File: src/rtl/if_fetch_unit.sv
// Instruction-fetch producer for the IF/ID register: PC, in-order imem requests, fetch queue.
// Define IF_PERF_CNT_EN to add the perf_bubble_cnt output (IF/ID bubble counter).
module if_fetch_unit #(
    parameter logic [63:0] RESET_PC  = 64'h0,
    parameter int          FQ_DEPTH  = 2,
    parameter int          MAX_OUTST = 2
) (
    input  logic        clk,
    input  logic        rst,
    input  logic        redirect_valid,
    input  logic [63:0] redirect_pc,
    input  logic        ifid_write,
    output logic        imem_req_valid,
    input  logic        imem_req_ready,
    output logic [63:0] imem_req_addr,
    input  logic        imem_rsp_valid,
    input  logic [31:0] imem_rsp_data,
    output logic [31:0] inst_if,
    output logic [63:0] pcadd4_if,
    output logic        inst_valid_if
`ifdef IF_PERF_CNT_EN
    ,
    output logic [31:0] perf_bubble_cnt
`endif
);

    localparam logic [31:0] NOP = 32'h0000_0013;
    localparam int CW  = $clog2(FQ_DEPTH + MAX_OUTST + 1) + 1;
    localparam int QAW = $clog2(FQ_DEPTH);
    localparam int TAW = (MAX_OUTST > 1) ? $clog2(MAX_OUTST) : 1;

    logic [63:0]    pc_q, pc_d;
    logic [CW-1:0]  outst_q, outst_d;
    logic [CW-1:0]  drop_q, drop_d;
    logic [CW-1:0]  cnt_q, cnt_d;
    logic [QAW-1:0] qhd_q, qhd_d;
    logic [QAW-1:0] qtl_q, qtl_d;
    logic [31:0]    qdat_q [FQ_DEPTH];
    logic [31:0]    qdat_d [FQ_DEPTH];
    logic [63:0]    qpc_q  [FQ_DEPTH];
    logic [63:0]    qpc_d  [FQ_DEPTH];
    logic [63:0]    tag_q  [MAX_OUTST];
    logic [63:0]    tag_d  [MAX_OUTST];
    logic [TAW-1:0] thd_q, thd_d;
    logic [TAW-1:0] ttl_q, ttl_d;

    logic fire;
    logic push;
    logic pop;
    logic [CW-1:0] fire_w;
    logic [CW-1:0] rsp_w;
    logic [CW-1:0] push_w;
    logic [CW-1:0] pop_w;
    logic unused_pc_lsb;

    assign unused_pc_lsb = ^redirect_pc[1:0];

    function automatic logic [TAW-1:0] tinc(input logic [TAW-1:0] p);
        return (p == TAW'(MAX_OUTST - 1)) ? '0 : p + 1'b1;
    endfunction

    // Credit counts in-flight requests against free queue slots, so a
    // returning word always has room and the response side never stalls.
    assign imem_req_valid = !rst && !redirect_valid && drop_q == '0
                            && (outst_q + cnt_q) < CW'(FQ_DEPTH)
                            && outst_q < CW'(MAX_OUTST);
    assign imem_req_addr  = pc_q;

    assign fire = imem_req_valid && imem_req_ready;
    assign push = imem_rsp_valid && drop_q == '0 && !redirect_valid;
    assign pop  = ifid_write && inst_valid_if && !redirect_valid;

    assign fire_w = {{(CW-1){1'b0}}, fire};
    assign rsp_w  = {{(CW-1){1'b0}}, imem_rsp_valid};
    assign push_w = {{(CW-1){1'b0}}, push};
    assign pop_w  = {{(CW-1){1'b0}}, pop};

    assign inst_valid_if = cnt_q != '0;
    assign inst_if       = inst_valid_if ? qdat_q[qhd_q] : NOP;
    assign pcadd4_if     = inst_valid_if ? qpc_q[qhd_q] : 64'h0;

    always_comb begin
        pc_d    = pc_q;
        outst_d = outst_q + fire_w - rsp_w;
        drop_d  = drop_q;
        cnt_d   = cnt_q;
        qhd_d   = qhd_q;
        qtl_d   = qtl_q;
        qdat_d  = qdat_q;
        qpc_d   = qpc_q;
        tag_d   = tag_q;
        thd_d   = thd_q;
        ttl_d   = ttl_q;

        if (fire) begin
            pc_d         = pc_q + 64'd4;
            tag_d[ttl_q] = pc_q + 64'd4;
            ttl_d        = tinc(ttl_q);
        end
        // Dropped responses still pop their tag, keeping tags aligned
        // with the in-order response stream across redirects.
        if (imem_rsp_valid) begin
            thd_d = tinc(thd_q);
        end

        if (redirect_valid) begin
            pc_d   = {redirect_pc[63:2], 2'b00};
            drop_d = outst_d;
            cnt_d  = '0;
            qhd_d  = '0;
            qtl_d  = '0;
        end else begin
            if (imem_rsp_valid && drop_q != '0) begin
                drop_d = drop_q - 1'b1;
            end
            if (push) begin
                qdat_d[qtl_q] = imem_rsp_data;
                qpc_d[qtl_q]  = tag_q[thd_q];
                qtl_d         = qtl_q + 1'b1;
            end
            if (pop) begin
                qhd_d = qhd_q + 1'b1;
            end
            cnt_d = cnt_q + push_w - pop_w;
        end
    end

    always_ff @(posedge clk) begin
        if (rst) begin
            pc_q    <= RESET_PC;
            outst_q <= '0;
            drop_q  <= '0;
            cnt_q   <= '0;
            qhd_q   <= '0;
            qtl_q   <= '0;
            thd_q   <= '0;
            ttl_q   <= '0;
            for (int i = 0; i < FQ_DEPTH; i++) begin
                qdat_q[i] <= '0;
                qpc_q[i]  <= '0;
            end
            for (int i = 0; i < MAX_OUTST; i++) begin
                tag_q[i] <= '0;
            end
        end else begin
            pc_q    <= pc_d;
            outst_q <= outst_d;
            drop_q  <= drop_d;
            cnt_q   <= cnt_d;
            qhd_q   <= qhd_d;
            qtl_q   <= qtl_d;
            thd_q   <= thd_d;
            ttl_q   <= ttl_d;
            qdat_q  <= qdat_d;
            qpc_q   <= qpc_d;
            tag_q   <= tag_d;
        end
    end

    always_ff @(posedge clk) begin
        if (!rst && imem_rsp_valid) begin
            assert (outst_q != '0);
        end
    end

`ifdef IF_PERF_CNT_EN
    logic [31:0] bub_q, bub_d;

    always_comb begin
        bub_d = bub_q;
        if (ifid_write && !inst_valid_if && !redirect_valid
            && bub_q != 32'hFFFF_FFFF) begin
            bub_d = bub_q + 32'd1;
        end
    end

    always_ff @(posedge clk) begin
        if (rst) begin
            bub_q <= '0;
        end else begin
            bub_q <= bub_d;
        end
    end

    assign perf_bubble_cnt = bub_q;
`endif

endmodule

File: config.mk
export PLATFORM = sky130hd
export DESIGN_NAME = if_fetch_unit
export DESIGN_NICKNAME = d
export VERILOG_FILES = /design/src/rtl/if_fetch_unit.sv
export SDC_FILE = /design/constraint.sdc
export NUM_CORES = 1
export LEC_CHECK = 0
export ABC_AREA = 1
export CORE_MARGIN = 4
export CORE_UTILIZATION = 55
export DETAILED_ROUTE_END_ITERATION = 12
export PLACE_DENSITY_LB_ADDON = 0.25
export SLEW_MARGIN = 40
export SYNTH_ARGS = -nofsm -noshare
export SYNTH_HDL_FRONTEND = slang
export SYNTH_SLANG_ARGS = --single-unit
File: constraint.sdc
create_clock -name clk -period 4.1 [get_ports clk]
set_input_delay 0.82 -clock clk [delete_from_list [all_inputs] [get_ports clk]]
set_output_delay 0.82 -clock clk [all_outputs]
set_load 0.05 [all_outputs]
# --- After elaboration in Yosys (flattened, before gate mapping) ---
# Cells that the tools add are included.
op_classes:
  n_mul: 0
  bitwise_logic: 5
  n_eq_ne: 0
  shift: 0
  add_sub_neg: 11
  div: 0
  mux: 26
  n_reduce_logical: 21
  magnitude_cmp: 8
ops:
  columns: ["operator", "count"]
  rows:
  - ["64-bit two-way mux", 11]
  - ["128-bit bitwise mux", 2]
  - ["32-bit two-way mux", 5]
  - ["64-bit demux with 1-bit select", 2]
  - ["64-bit by 3-bit adder with 64-bit output, second input constant", 1]
  - ["64-bit bitwise mux", 1]
  - ["32-bit demux with 1-bit select", 1]
  - ["1-bit logical AND", 12]
  - ["4-bit by 1-bit adder with 4-bit output", 2]
  - ["2-bit >= comparator, second input constant", 4]
  - ["4-bit by 2-bit less-than comparator with 1-bit output, second input constant", 2]
  - ["4-bit two-way mux", 2]
  - ["1-bit NOT with 2-bit output", 4]
  - ["4-bit nonzero test", 2]
  - ["4-bit by 1-bit subtractor with 4-bit output", 2]
  - ["1-bit adder, second input constant", 4]
  - ["4-bit adder", 1]
  - ["4-bit logical NOT", 1]
  - ["2-bit by 1-bit less-than comparator with 1-bit output, second input constant", 2]
  - ["2-bit nonzero test", 2]
  - ["4-bit by 1-bit subtractor with 4-bit output, second input constant", 1]
  - ["1-bit logical NOT", 2]
  - ["1-bit two-way mux", 2]
  - ["2-bit AND reduction", 1]
  - ["2 further kinds", 2]
totals:
  input_bits: 102
  reg_bits: 400
  mem_count: 0
  mem_bits_ro: 0
  mem_bits_rw: 0
  out_inout_bits: 162
  latch_bits: 0

# --- Longest topological paths before layout ---
logic_depth:
  depth_word: 9
  mapped_depth: 19
  depth_no_buf: 17

# --- Least setup slack after synthesis ---
# No wires, ideal clock.
synth_path:
  path_kind: "input to register"
  start: "input port redirect_valid"
  end: "register drop_q[1]"
  path_slack_ps: 974
  t_required_ps: 3966
  t_arrival_ps: 2992
  cell_stages: 15
  cell_sequence: "buf_6 -> nor2_8 -> nand4_1 -> nor2_2 -> nand3_2 -> buf_2 -> buf_2 -> ha_1 -> inv_1 -> ha_1 -> inv_1 -> fa_1 -> nor2_1 -> nor3_1 -> a211oi_1"
synth_via:
  elab_chain_cells: 9
  elab_cells_between_ends: 10
  cone_classes: "2 x add/sub; 1 x mux; 7 x reduce/logical"
synth_rtl:
  columns: ["element", "line_no", "text"]
  rows:
  - ["start: declaration", "10", "input logic redirect_valid,"]
  - ["1-bit logical NOT", "64", "assign imem_req_valid = !rst && !redirect_valid && drop_q == '0"]
  - ["1-bit logical AND (2 in series)", "64", null]
  - ["1-bit logical AND", "65", "&& (outst_q + cnt_q) < CW'(FQ_DEPTH)"]
  - ["1-bit logical AND", "66", "&& outst_q < CW'(MAX_OUTST);"]
  - ["1-bit logical AND", "69", "assign fire = imem_req_valid && imem_req_ready;"]
  - ["4-bit by 1-bit adder with 4-bit output", "84", "outst_d = outst_q + fire_w - rsp_w;"]
  - ["4-bit by 1-bit subtractor with 4-bit output", "84", null]
  - ["4-bit two-way mux", "106", "if (redirect_valid) begin"]
  - ["end signal: assignment", "148", "drop_q <= drop_d;"]
  - ["end: declaration", "34", "logic [CW-1:0] drop_q, drop_d;"]
# Parallel ways exist; a longest one is shown, timed or not.
# A chain may end at the register's enable or synchronous reset.

# --- Worst setup path in the final report ---
layout_path:
  start: "register cnt_q[2]"
  end: "output port inst_if[6]"
layout_via:
  elab_chain_cells: 2
layout_rtl:
  columns: ["element", "line_no", "text"]
  rows:
  - ["start: declaration", "35", "logic [CW-1:0] cnt_q, cnt_d;"]
  - ["start signal: assignment", "149", "cnt_q <= cnt_d;"]
  - ["4-bit nonzero test", "78", "assign inst_valid_if = cnt_q != '0;"]
  - ["32-bit two-way mux", "79", "assign inst_if = inst_valid_if ? qdat_q[qhd_q] : NOP;"]
  - ["end: declaration", "18", "output logic [31:0] inst_if,"]
# Every way passes these cells.

==> run summary <==
The hold buffer count at CTS was 0; the clock transition time at the flip-flop clock pins of the worst setup and hold paths was 0.06 ns. Of all cell types, the one taking the most synthesized area is dfxtp_1. In this run the tool buffered the top-level ports with 257 buffer cells.

The sequential area share after synthesis came out at 41.6%. The cell area reported after detailed placement was 21,400 µm²; the required time at the endpoint of the critical path was 3.28 ns. The first global-routing pass estimated 91,400 µm of wire.

The critical path in this run is classified as flop to output pin. The global-route congestion overflow total came out at 0. The synthesis-to-finish area growth is 21.8%. For this run, the top clock speed supported by timing is 0.270 GHz. By area the synthesized netlist is led by dfxtp_1 42%, nand2_1 19%, o21ai_0 8.2%, a21oi_1 7.7%, inv_1 7.4%. The tools report the area of all placed cells without fillers as 22,900 µm². Routability-driven placement finished with a final weighted congestion of 1.01. CTS built an H-tree with a depth of 2.

The cell count after synthesis is 2,861, and the total CTS buffers is 43. In this run the horizontal extent of the chip is 193 µm. The final total power is 0.00958 W.

The flow ran to the end, and the final reports show no timing, DRC or antenna violations. Summing every instance area after synthesis gives 18,800 µm². Total number of nets in the final design: 3,140. The die is 193 µm tall. The run gives 0 as the number of endpoints failing setup at the final stage. For this run, the number of Yosys warnings is 0. Dividing total power by cell area gives a power density of 419 nW/µm². Remaining number of nets flagged by the antenna check after routing: 0.

Dividing the synthesized area by the synthesized cell count gives 6.56 µm². The clock reaches the later pin of the worst-skew pair after 0.54 ns. Setup repair after global routing left no endpoint under its margin. For this design, the sink count on the clock tree is 390. The half-perimeter wire length after detailed placement came out at 40,200 µm. The layout has 2,944 filler cells.

The buffer count from post-CTS setup fixing was 0; the final-report hold violation count was 0. The tools report the antenna cell count as 0. After the first detailed-routing iteration, the DRC count stood at 1,685. In this run the worst path has a maximum fanout of 27. TritonCTS built the clock tree. STA classifies the critical path startpoint as a flop.

After detailed routing, the total wire length is 57,800 µm. Total via count after detailed routing: 18,700. Ranked by instance count, the synthesized netlist is headed by 940 x nand2_1, 390 x dfxtp_1, 368 x inv_1.

Across the run, the number of max-cap violations was 0. Clock skew on the completed layout was measured at 0.0185 ns. Synthesis inferred 390 register bits. The reported leakage power is 9.32 nW. Initial antenna violation count: 0. For this design the top-level I/O count stands at 264.

The average wire per cell in the routed design was 16.5 µm. Yosys mapped a number of flops with a built-in enable equal to 0. For this run, the leading register cell type out of synthesis is dfxtp_1.

For the starting utilization of the core area, the log shows 55.8%. The area of the core came out at 33,600 µm². At the worst endpoint, the arrival time is 2.88 ns. The run gives 0 as the number of DRC violations after detailed routing. The capturing element type of the critical path is an output pin. The distinct cell type count of the synthesized netlist is 37, and the final critical-path required period is 3.70 ns. Post-CTS repair changed the size of 0 cells. For this run, the detailed router's first-pass iteration total came to 6.

The detail-routed via count per cell was 5.35. The proportion of register bits with asynchronous set or reset after synthesis is 0%. Clock tree synthesis selected as its root buffer the cell clkbuf_16.

Most used standard cell by instance count after synthesis: nand2_1. The top cell type's share of synthesized area came out at 41.6%. Headroom to the max-slew limit came out at 48.0%. Dividing the final minimum period by the clock period gives 90.3%.

The die covers 37,200 µm². The total count of max-transition violations in the final report is 0, and the maximum number of buffers from clock root to sink is 3. The actual transition at the worst max-transition pin came out at 0.774 ns. Across the VDD grid, the largest voltage drop is 351 µV. The number of rows created at floorplan was 67; the layout cell share with drive strength beyond 1 was 4.22%.

Global routing consumed, over all layers together, 30.4% of the routing resources. Entering global routing, the biggest net connects 95 pins. The tightest min-delay check is of the flop to flop type. The setup TNS is 0 ns, and the via count of the first global-routing pass is 17,500.
==> cell families (layout without fill, tap and decap cells) <==
| logic type | Yosys count | in the layout | synth area share (%) |
|---|---|---|---|
| compound gates | 646 | 646 | 17.5 |
| buf+inv | 548 | 738 | 12.0 |
| mux | 1 | 1 | 0.0600 |
| xor+xnor | 50 | 50 | 2.33 |
| fa+ha+maj | 17 | 17 | 1.25 |
| simple gates | 1208 | 1208 | 25.3 |
| other cells | 1 | 4 | 0.0200 |
| flops | 390 | 390 | 41.6 |
==> worst max-delay path, cell delays in order (launching register included) <==
cell and delay [ns]:
dfxtp_1 0.34, inv_1 0.06, ha_1 0.24, nand2_4 0.31
buf_4 0.37, nand2_1 0.12, inv_1 0.07, clkdlybuf4s50_1 0.80
==> through the flow <==
stage	setup slack (ns)	instances	hold slack, ns	util [%]
6_report	0.398	3502	0.446	68.0
5_1_grt	0.275	3502	0.459	68.0
4_1_cts	0.396	3502	0.447	68.0
3_5_place_dp	0.806	3424	0.432	63.6
3_3_place_gp	0.845	3424	0.427	63.5
2_1_floorplan	0.974	2864	0.419	-
==> state kept, by name, indices dropped and copies added, names as in the netlist <==
| signal | cells |
|---|---|
| qpc_q | 124 |
| tag_q | 124 |
| qdat_q | 64 |
| imem_req_addr | 62 |
| cnt_q | 4 |
| drop_q | 4 |
| outst_q | 4 |
| qhd_q | 1 |
| qtl_q | 1 |
| thd_q | 1 |
| ttl_q | 1 |
==> cell usage in the layout (no fill, tap or decap), types with 5 or more instances in the layout <==
cell,n
a31oi_1,12
o21ai_1,26
a22oi_1,6
a21oi_1,287
nand3_1,79
nor2_2,5
nand2_1,937
nor2_1,152
buf_4,21
nand4_1,15
dfxtp_1,388
clkbuf_16,44
clkbuf_1,6
inv_2,7
clkbuf_8,15
nor3_1,6
ha_1,14
xor2_1,25
clkdlybuf4s50_1,255
xnor2_1,25
o21ai_0,307
inv_1,367
==> power by group <==
part / internal, W / total (W) / switching [W]
combinational: 0.000487 / 0.00144 / 0.000954
sequential: 0.00399 / 0.00415 / 0.000155
clock: 0.00243 / 0.00399 / 0.00156
==> per-layer routing <==
layer,vias to the layer above,track usage (%),routed length (µm)
met1,8632,43.4,25800
met4,0,8.34,1360
met3,83,4.49,4570
met5,-,0,0
met2,740,48.3,26100
li1,9272,-,-
==> worst paths after layout <==
check | depth (start not counted) | slack (ns) | start | endpoint
max | 7 | 0.40 | cnt_q[2] | inst_if[6]
min | 2 | 0.45 | tag_q[3] | tag_q[3]
max reg2reg | 15 | 0.84 | outst_q[1] | drop_q[2]
min reg2reg | 2 | 0.45 | tag_q[3] | tag_q[3]
==> cell type report <==
cell class | instances | area, µm² | share of cell area [%]
flip-flops and latches | 390 | 7820 | 34.2
multi-input cells | 1926 | 8750 | 38.3
clock buffers | 65 | 1330 | 5.82
well taps | 448 | 561 | 2.45
repair buffers | 284 | 2830 | 12.4
inverters | 376 | 1420 | 6.19
clock inverters | 13 | 168 | 0.733
No activity file was read; power rests on OpenSTA's default activity.
